<file path="src/rtl/rrf_alloc_multi_pkg.sv">
// rrf_alloc_multi_pkg
//   Shared defaults for the rename-register-file allocator slice.
//   RRF_NUM_DEF     : default RRF depth
//   RRF_SEL_DEF     : tag width matching the default depth
//   ALLOC_WIDTH_DEF : default maximum allocations per cycle
//   COM_WIDTH_DEF   : default maximum commits per cycle
package rrf_alloc_multi_pkg;

    localparam int RRF_NUM_DEF     = 64;
    localparam int RRF_SEL_DEF     = $clog2(RRF_NUM_DEF);
    localparam int ALLOC_WIDTH_DEF = 2;
    localparam int COM_WIDTH_DEF   = 2;

endpackage

</file>
<file path="src/rtl/rrf_ptr_add.sv">
// rrf_ptr_add
//   Modular pointer adder for a circular RRF of arbitrary depth.
//   ptr_i  : current pointer, always < RRF_NUM
//   inc_i  : increment, 0..RRF_NUM
//   sum_o  : (ptr_i + inc_i) mod RRF_NUM
//   wrap_o : 1 when the raw sum reached or passed RRF_NUM
module rrf_ptr_add
    import rrf_alloc_multi_pkg::*;
#(
    parameter  int RRF_NUM = RRF_NUM_DEF,
    localparam int SEL     = $clog2(RRF_NUM)
) (
    input  logic [SEL-1:0] ptr_i,
    input  logic [SEL:0]   inc_i,
    output logic [SEL-1:0] sum_o,
    output logic           wrap_o
);

    localparam logic [SEL:0] DEPTH = (SEL + 1)'(RRF_NUM);

    // ptr < RRF_NUM and inc <= RRF_NUM, so the raw sum fits in SEL+1 bits
    // and a single conditional subtract gives the modulus.
    logic [SEL:0] raw;

    assign raw    = {1'b0, ptr_i} + inc_i;
    assign wrap_o = (raw >= DEPTH);
    assign sum_o  = wrap_o ? SEL'(raw - DEPTH) : raw[SEL-1:0];

endmodule

</file>
<file path="src/rtl/rrf_alloc_multi.sv">
// rrf_alloc_multi
//   Multi-issue RRF tag allocator: hands out up to ALLOC_WIDTH consecutive
//   tags per cycle, reclaims up to COM_WIDTH entries per cycle, restores
//   the allocation pointer to the commit pointer on flush.
//   clk, reset            : clock, synchronous active-high reset
//   req_num_i             : tags requested this cycle
//   com_inst_num_i        : entries committed this cycle
//   stall_dp_i, flush_i   : DP stall, misprediction recovery
//   rrf_allocatable_o     : free entries (plus same-cycle commits) cover request
//   alloc_fire_o          : allocation happens this cycle
//   dst_rename_rrftag_o   : slot k = (rrfptr + k) mod RRF_NUM
//   dst_tag_vld_o         : slot k valid
//   freenum_o, rrfptr_o, comptr_o : registered free count / pointers
//   nextrrfcyc_o          : allocation in the previous cycle wrapped rrfptr
//   err_o                 : sticky over-commit flag
module rrf_alloc_multi
    import rrf_alloc_multi_pkg::*;
#(
    parameter  int RRF_NUM     = RRF_NUM_DEF,
    parameter  int ALLOC_WIDTH = ALLOC_WIDTH_DEF,
    parameter  int COM_WIDTH   = COM_WIDTH_DEF,
    localparam int SEL         = $clog2(RRF_NUM),
    localparam int AW          = $clog2(ALLOC_WIDTH + 1),
    localparam int CW          = $clog2(COM_WIDTH + 1)
) (
    input  logic                       clk,
    input  logic                       reset,
    input  logic [AW-1:0]              req_num_i,
    input  logic [CW-1:0]              com_inst_num_i,
    input  logic                       stall_dp_i,
    input  logic                       flush_i,
    output logic                       rrf_allocatable_o,
    output logic                       alloc_fire_o,
    output logic [ALLOC_WIDTH*SEL-1:0] dst_rename_rrftag_o,
    output logic [ALLOC_WIDTH-1:0]     dst_tag_vld_o,
    output logic [SEL:0]               freenum_o,
    output logic [SEL-1:0]             rrfptr_o,
    output logic [SEL-1:0]             comptr_o,
    output logic                       nextrrfcyc_o,
    output logic                       err_o
);

    // Wide enough for freenum + commit count without overflow.
    localparam int            WW      = ((SEL + 1 > CW) ? SEL + 1 : CW) + 1;
    localparam logic [WW-1:0] DEPTH_W = WW'(RRF_NUM);
    localparam logic [SEL:0]  DEPTH_F = (SEL + 1)'(RRF_NUM);

    logic [SEL:0]   freenum_q, freenum_d;
    logic [SEL-1:0] rrfptr_q, comptr_q;
    logic           nextrrfcyc_q, err_q;

    logic [WW-1:0]  free_w, used_w, com_w, req_w, freed_w, credit_w;
    logic           over_commit;
    logic [SEL:0]   req_inc, freed_inc;
    logic [SEL-1:0] rrf_sum, com_sum;
    logic           rrf_wrap;
    logic           unused_com_wrap;
    logic [ALLOC_WIDTH-1:0] unused_tag_wrap;

    assign free_w  = WW'(freenum_q);
    assign used_w  = DEPTH_W - free_w;
    assign com_w   = WW'(com_inst_num_i);
    assign req_w   = WW'(req_num_i);

    // Commits beyond the occupied count are clamped, so freenum saturates
    // at RRF_NUM and comptr never overtakes rrfptr.
    assign over_commit = (com_w > used_w);
    assign freed_w     = over_commit ? used_w : com_w;
    assign credit_w    = free_w + freed_w;

    assign rrf_allocatable_o = (credit_w >= req_w);
    assign alloc_fire_o      = !stall_dp_i && !flush_i && rrf_allocatable_o && (req_num_i != '0);

    assign freenum_d = alloc_fire_o ? (SEL + 1)'(credit_w - req_w) : (SEL + 1)'(credit_w);
    assign req_inc   = (SEL + 1)'(req_num_i);
    assign freed_inc = (SEL + 1)'(freed_w);

    rrf_ptr_add #(.RRF_NUM(RRF_NUM)) u_rrfptr_add (
        .ptr_i  (rrfptr_q),
        .inc_i  (req_inc),
        .sum_o  (rrf_sum),
        .wrap_o (rrf_wrap)
    );

    rrf_ptr_add #(.RRF_NUM(RRF_NUM)) u_comptr_add (
        .ptr_i  (comptr_q),
        .inc_i  (freed_inc),
        .sum_o  (com_sum),
        .wrap_o (unused_com_wrap)
    );

    for (genvar k = 0; k < ALLOC_WIDTH; k++) begin : g_tag
        rrf_ptr_add #(.RRF_NUM(RRF_NUM)) u_tag_add (
            .ptr_i  (rrfptr_q),
            .inc_i  ((SEL + 1)'(k)),
            .sum_o  (dst_rename_rrftag_o[k*SEL +: SEL]),
            .wrap_o (unused_tag_wrap[k])
        );
        assign dst_tag_vld_o[k] = alloc_fire_o && (AW'(k) < req_num_i);
    end

    always_ff @(posedge clk) begin
        if (reset) begin
            freenum_q    <= DEPTH_F;
            rrfptr_q     <= '0;
            comptr_q     <= '0;
            nextrrfcyc_q <= 1'b0;
            err_q        <= 1'b0;
        end else if (flush_i) begin
            // Flush-cycle commits are retired first, then every
            // uncommitted entry is released.
            freenum_q    <= DEPTH_F;
            rrfptr_q     <= com_sum;
            comptr_q     <= com_sum;
            nextrrfcyc_q <= 1'b0;
            err_q        <= err_q | over_commit;
        end else begin
            freenum_q    <= freenum_d;
            comptr_q     <= com_sum;
            err_q        <= err_q | over_commit;
            if (alloc_fire_o) begin
                rrfptr_q     <= rrf_sum;
                nextrrfcyc_q <= rrf_wrap;
            end else begin
                nextrrfcyc_q <= 1'b0;
            end
        end
    end

    assign freenum_o    = freenum_q;
    assign rrfptr_o     = rrfptr_q;
    assign comptr_o     = comptr_q;
    assign nextrrfcyc_o = nextrrfcyc_q;
    assign err_o        = err_q;

endmodule

</file>
<file path="config.mk">
export PLATFORM = sky130hd
export DESIGN_NAME = rrf_alloc_multi
export DESIGN_NICKNAME = d
export VERILOG_FILES = /design/src/rtl/rrf_alloc_multi_pkg.sv /design/src/rtl/rrf_ptr_add.sv /design/src/rtl/rrf_alloc_multi.sv
export SDC_FILE = /design/constraint.sdc
export NUM_CORES = 1
export LEC_CHECK = 0
export CAP_MARGIN = 5
export CORE_UTILIZATION = 30
export DETAILED_ROUTE_END_ITERATION = 10
export GPL_TIMING_DRIVEN = 0
export PLACE_DENSITY_LB_ADDON = 0.3
export SKIP_CTS_REPAIR_TIMING = 1
export SLEW_MARGIN = 20
export SYNTH_ARGS = -nofsm -noshare
export SYNTH_HDL_FRONTEND = slang
export SYNTH_HIERARCHICAL = 1
export SYNTH_SLANG_ARGS = --single-unit
</file>
<file path="constraint.sdc">
create_clock -name clk -period 4.48 [get_ports clk]
set_input_delay 0.896 -clock clk [delete_from_list [all_inputs] [get_ports clk]]
set_output_delay 0.896 -clock clk [all_outputs]
set_load 0.005 [all_outputs]
</file>
==> results.cfg, run 1 <==
[logic_synthesis]
synth_area_um2 = 2560
syn_area_per_cell_um2 = 8.11
postSynthCellCount = 316
ys_warn_count = 6

[setup_path]
r2r_cells = 20
r2r_start = freenum_o[0]$_SDFF_PP0_
r2r_slack_ns = 0.19
worst-setup-path-type = flop to output port
critPathRequiredTime_ns = 3.58
crit_path_end_kind = output port
r2r_end = freenum_o[6]$_SDFF_PP1_
startpoint_type = flop
critPathMaxFanout = 5
critPathArrivalTime_ns = 4.30

[place]
port_buffers = 44
gp_congestion = 0.818
hpwl_um = 5070

[sta]
slew_violations = 0
holdWs_ns = 0.456
slew_headroom_pct = 52.8
rsz0062_at_grt = yes
fmax_mhz = 192
min_period_over_period_pct = 116
finalCriticalPeriod_ns = 5.20
worst_slew_pin_slew_ns = 0.703
setup_ws_ns = -0.717
setup_viol = 4
hold_viol = 0
finalClockSkew_ns = 0.00172
tns_ns = -2.59

[clock_network]
cts_made_buffers = 3
cts_sinks = 21
htreeDepth = 1
clk_path_buf_depth = 2
cts-root-buf = clkbuf_8
clock_latency_ns = 0.27
cts_tree = done
clk_pin_slew_ns = 0.09

[worst_hold_path]
min_to = err_o$_SDFF_PP0_
worstHoldStart = err_o$_SDFF_PP0_
hp-class = flop to flop
holdPathStages = 2

[die]
die_area_um2 = 8910
fp-row-count = 33
die_h_um = 94.4
initial_utilization_pct = 31.0
core-area_um2 = 8260
die_w_um = 94.4
io_pins = 45

[route]
dr.pass1.iters = 4
num_vias = 2568
drc = 0
viasPerCell = 4.99
drt_iter0_markers = 183
totalWireLength_um = 6580
drt-wirelength-per-cell_um = 12.8
ant_nets = 0

[job]
drv_cap = 0

[global_routing]
antenna_found_initial = 0
grt_pass1_vias = 2343
grt_pass1_wl_um = 10700
grt_max_degree = 14
grt.total_usage_pct = 14.9
grt_overflow = 0

[power_and_ir_drop]
power_leakage_nw = 1.53
peakVddDrop_mv = 0.194
power.density_nw_per_um2 = 457

[cells_and_area]
area_growth_pct = 38.4
fillers = 827
final_nets = 457
drive_above_1_share_pct = 16.3
multi_input_area_um2 = 2150
seqCellArea_um2 = 428
antenna_cells = 0

[status]
status = complete, but fails checks
failed_checks = setup timing
## cell usage in the layout (no fill, tap or decap), types with 6 or more instances in the layout
master / n
clkdlybuf4s50_1: 38
inv_1: 33
ha_1: 28
conb_1: 28
nor2_1: 27
dfxtp_1: 19
buf_4: 19
a21oi_1: 18
nand2_1: 14
a211oi_1: 13
xnor2_1: 12
nor2b_1: 11
mux2i_1: 7
o21ai_1: 6
o211ai_1: 6
## critical path: stages (launching register included)
cell,delay (ns)
dfxtp_4,0.38
inv_4,0.06
ha_4,0.12
or3b_4,0.38
or3_1,0.37
a21oi_2,0.14
o211ai_2,0.14
mux2i_2,0.24
ha_2,0.23
inv_2,0.04
fa_1,0.55
inv_2,0.07
ha_4,0.21
and2_4,0.16
nor4_4,0.32
a21o_4,0.16
buf_6,0.12
a21oi_4,0.07
and2_4,0.17
clkbuf_2,0.10
## registers in the layout (all words and copies together), names as in the netlist
signal,cells
comptr_o,6
freenum_o,7
err_o,1
nextrrfcyc_o,1
rrfptr_o,6
## through the flow
stage,instances,area (um^2),power (mW),utilization (%),setup WS [ns]
2_1_floorplan,342,2710,1.02,-,-0.183
3_3_place_gp,491,3280,1.38,39.8,-1.41
3_5_place_dp,491,3280,1.40,39.8,-1.49
4_1_cts,495,3330,1.54,40.3,-1.52
5_1_grt,515,3540,1.78,42.9,-0.886
6_report,515,3540,1.62,42.9,-0.717
## area by class of cell
type / instances / share of cell area [%]
Clock inverter: 1 / 0.212
Buffer: 8 / 1.31
Inverter: 38 / 4.17
Clock buffer: 3 / 1.16
Sequential cell: 21 / 12.1
Tap cell: 105 / 3.71
Multi-Input combinational cell: 275 / 60.6
Timing Repair Buffer: 64 / 16.8
## worst max path at each step
| stage | cells after the start | end | startpoint |
|---|---|---|---|
| 2_1_floorplan | 17 | dst_tag_vld_o[1] | freenum_o[1]$_SDFF_PP0_ |
| 3_3_place_gp | 17 | dst_tag_vld_o[1] | com_inst_num_i[1] |
| 3_5_place_dp | 17 | dst_tag_vld_o[1] | com_inst_num_i[1] |
| 4_1_cts | 17 | dst_tag_vld_o[1] | com_inst_num_i[1] |
| 5_1_grt | 19 | dst_tag_vld_o[1] | freenum_o[0]$_SDFF_PP0_ |
| 6_report | 19 | dst_tag_vld_o[1] | freenum_o[0]$_SDFF_PP0_ |
## power breakdown
group	internal (mW)	switching (mW)	total, mW	leakage (nW)
Clock	0.0631	0.0751	0.138	0.0217
Combinational	0.638	0.537	1.18	1.34
Sequential	0.242	0.0628	0.305	0.175
Total	0.943	0.675	1.62	1.53
## layer usage
layer	share of wire, %	wire length [um]	GRT usage (%)	up-vias
li1	-	-	-	1301
met1	47	3110	20.3	1197
met2	48	3130	25.2	58
met3	3.2	211	1.21	12
met4	2.0	131	4.36	0
met5	0	0	0	-
(Power assumes the default switching activity.)
==> run 2, diff against run 1 <==
--- a/config.mk
+++ b/config.mk
@@ -7,6 +7,7 @@
 export LEC_CHECK = 0
 export CAP_MARGIN = 5
 export CORE_UTILIZATION = 30
+export CTS_CLUSTER_SIZE = 30
 export DETAILED_ROUTE_END_ITERATION = 10
 export GPL_TIMING_DRIVEN = 0
 export PLACE_DENSITY_LB_ADDON = 0.3
==> results of run 2 <==
The final DEF is identical to that of run 1; final timing and power are the same.
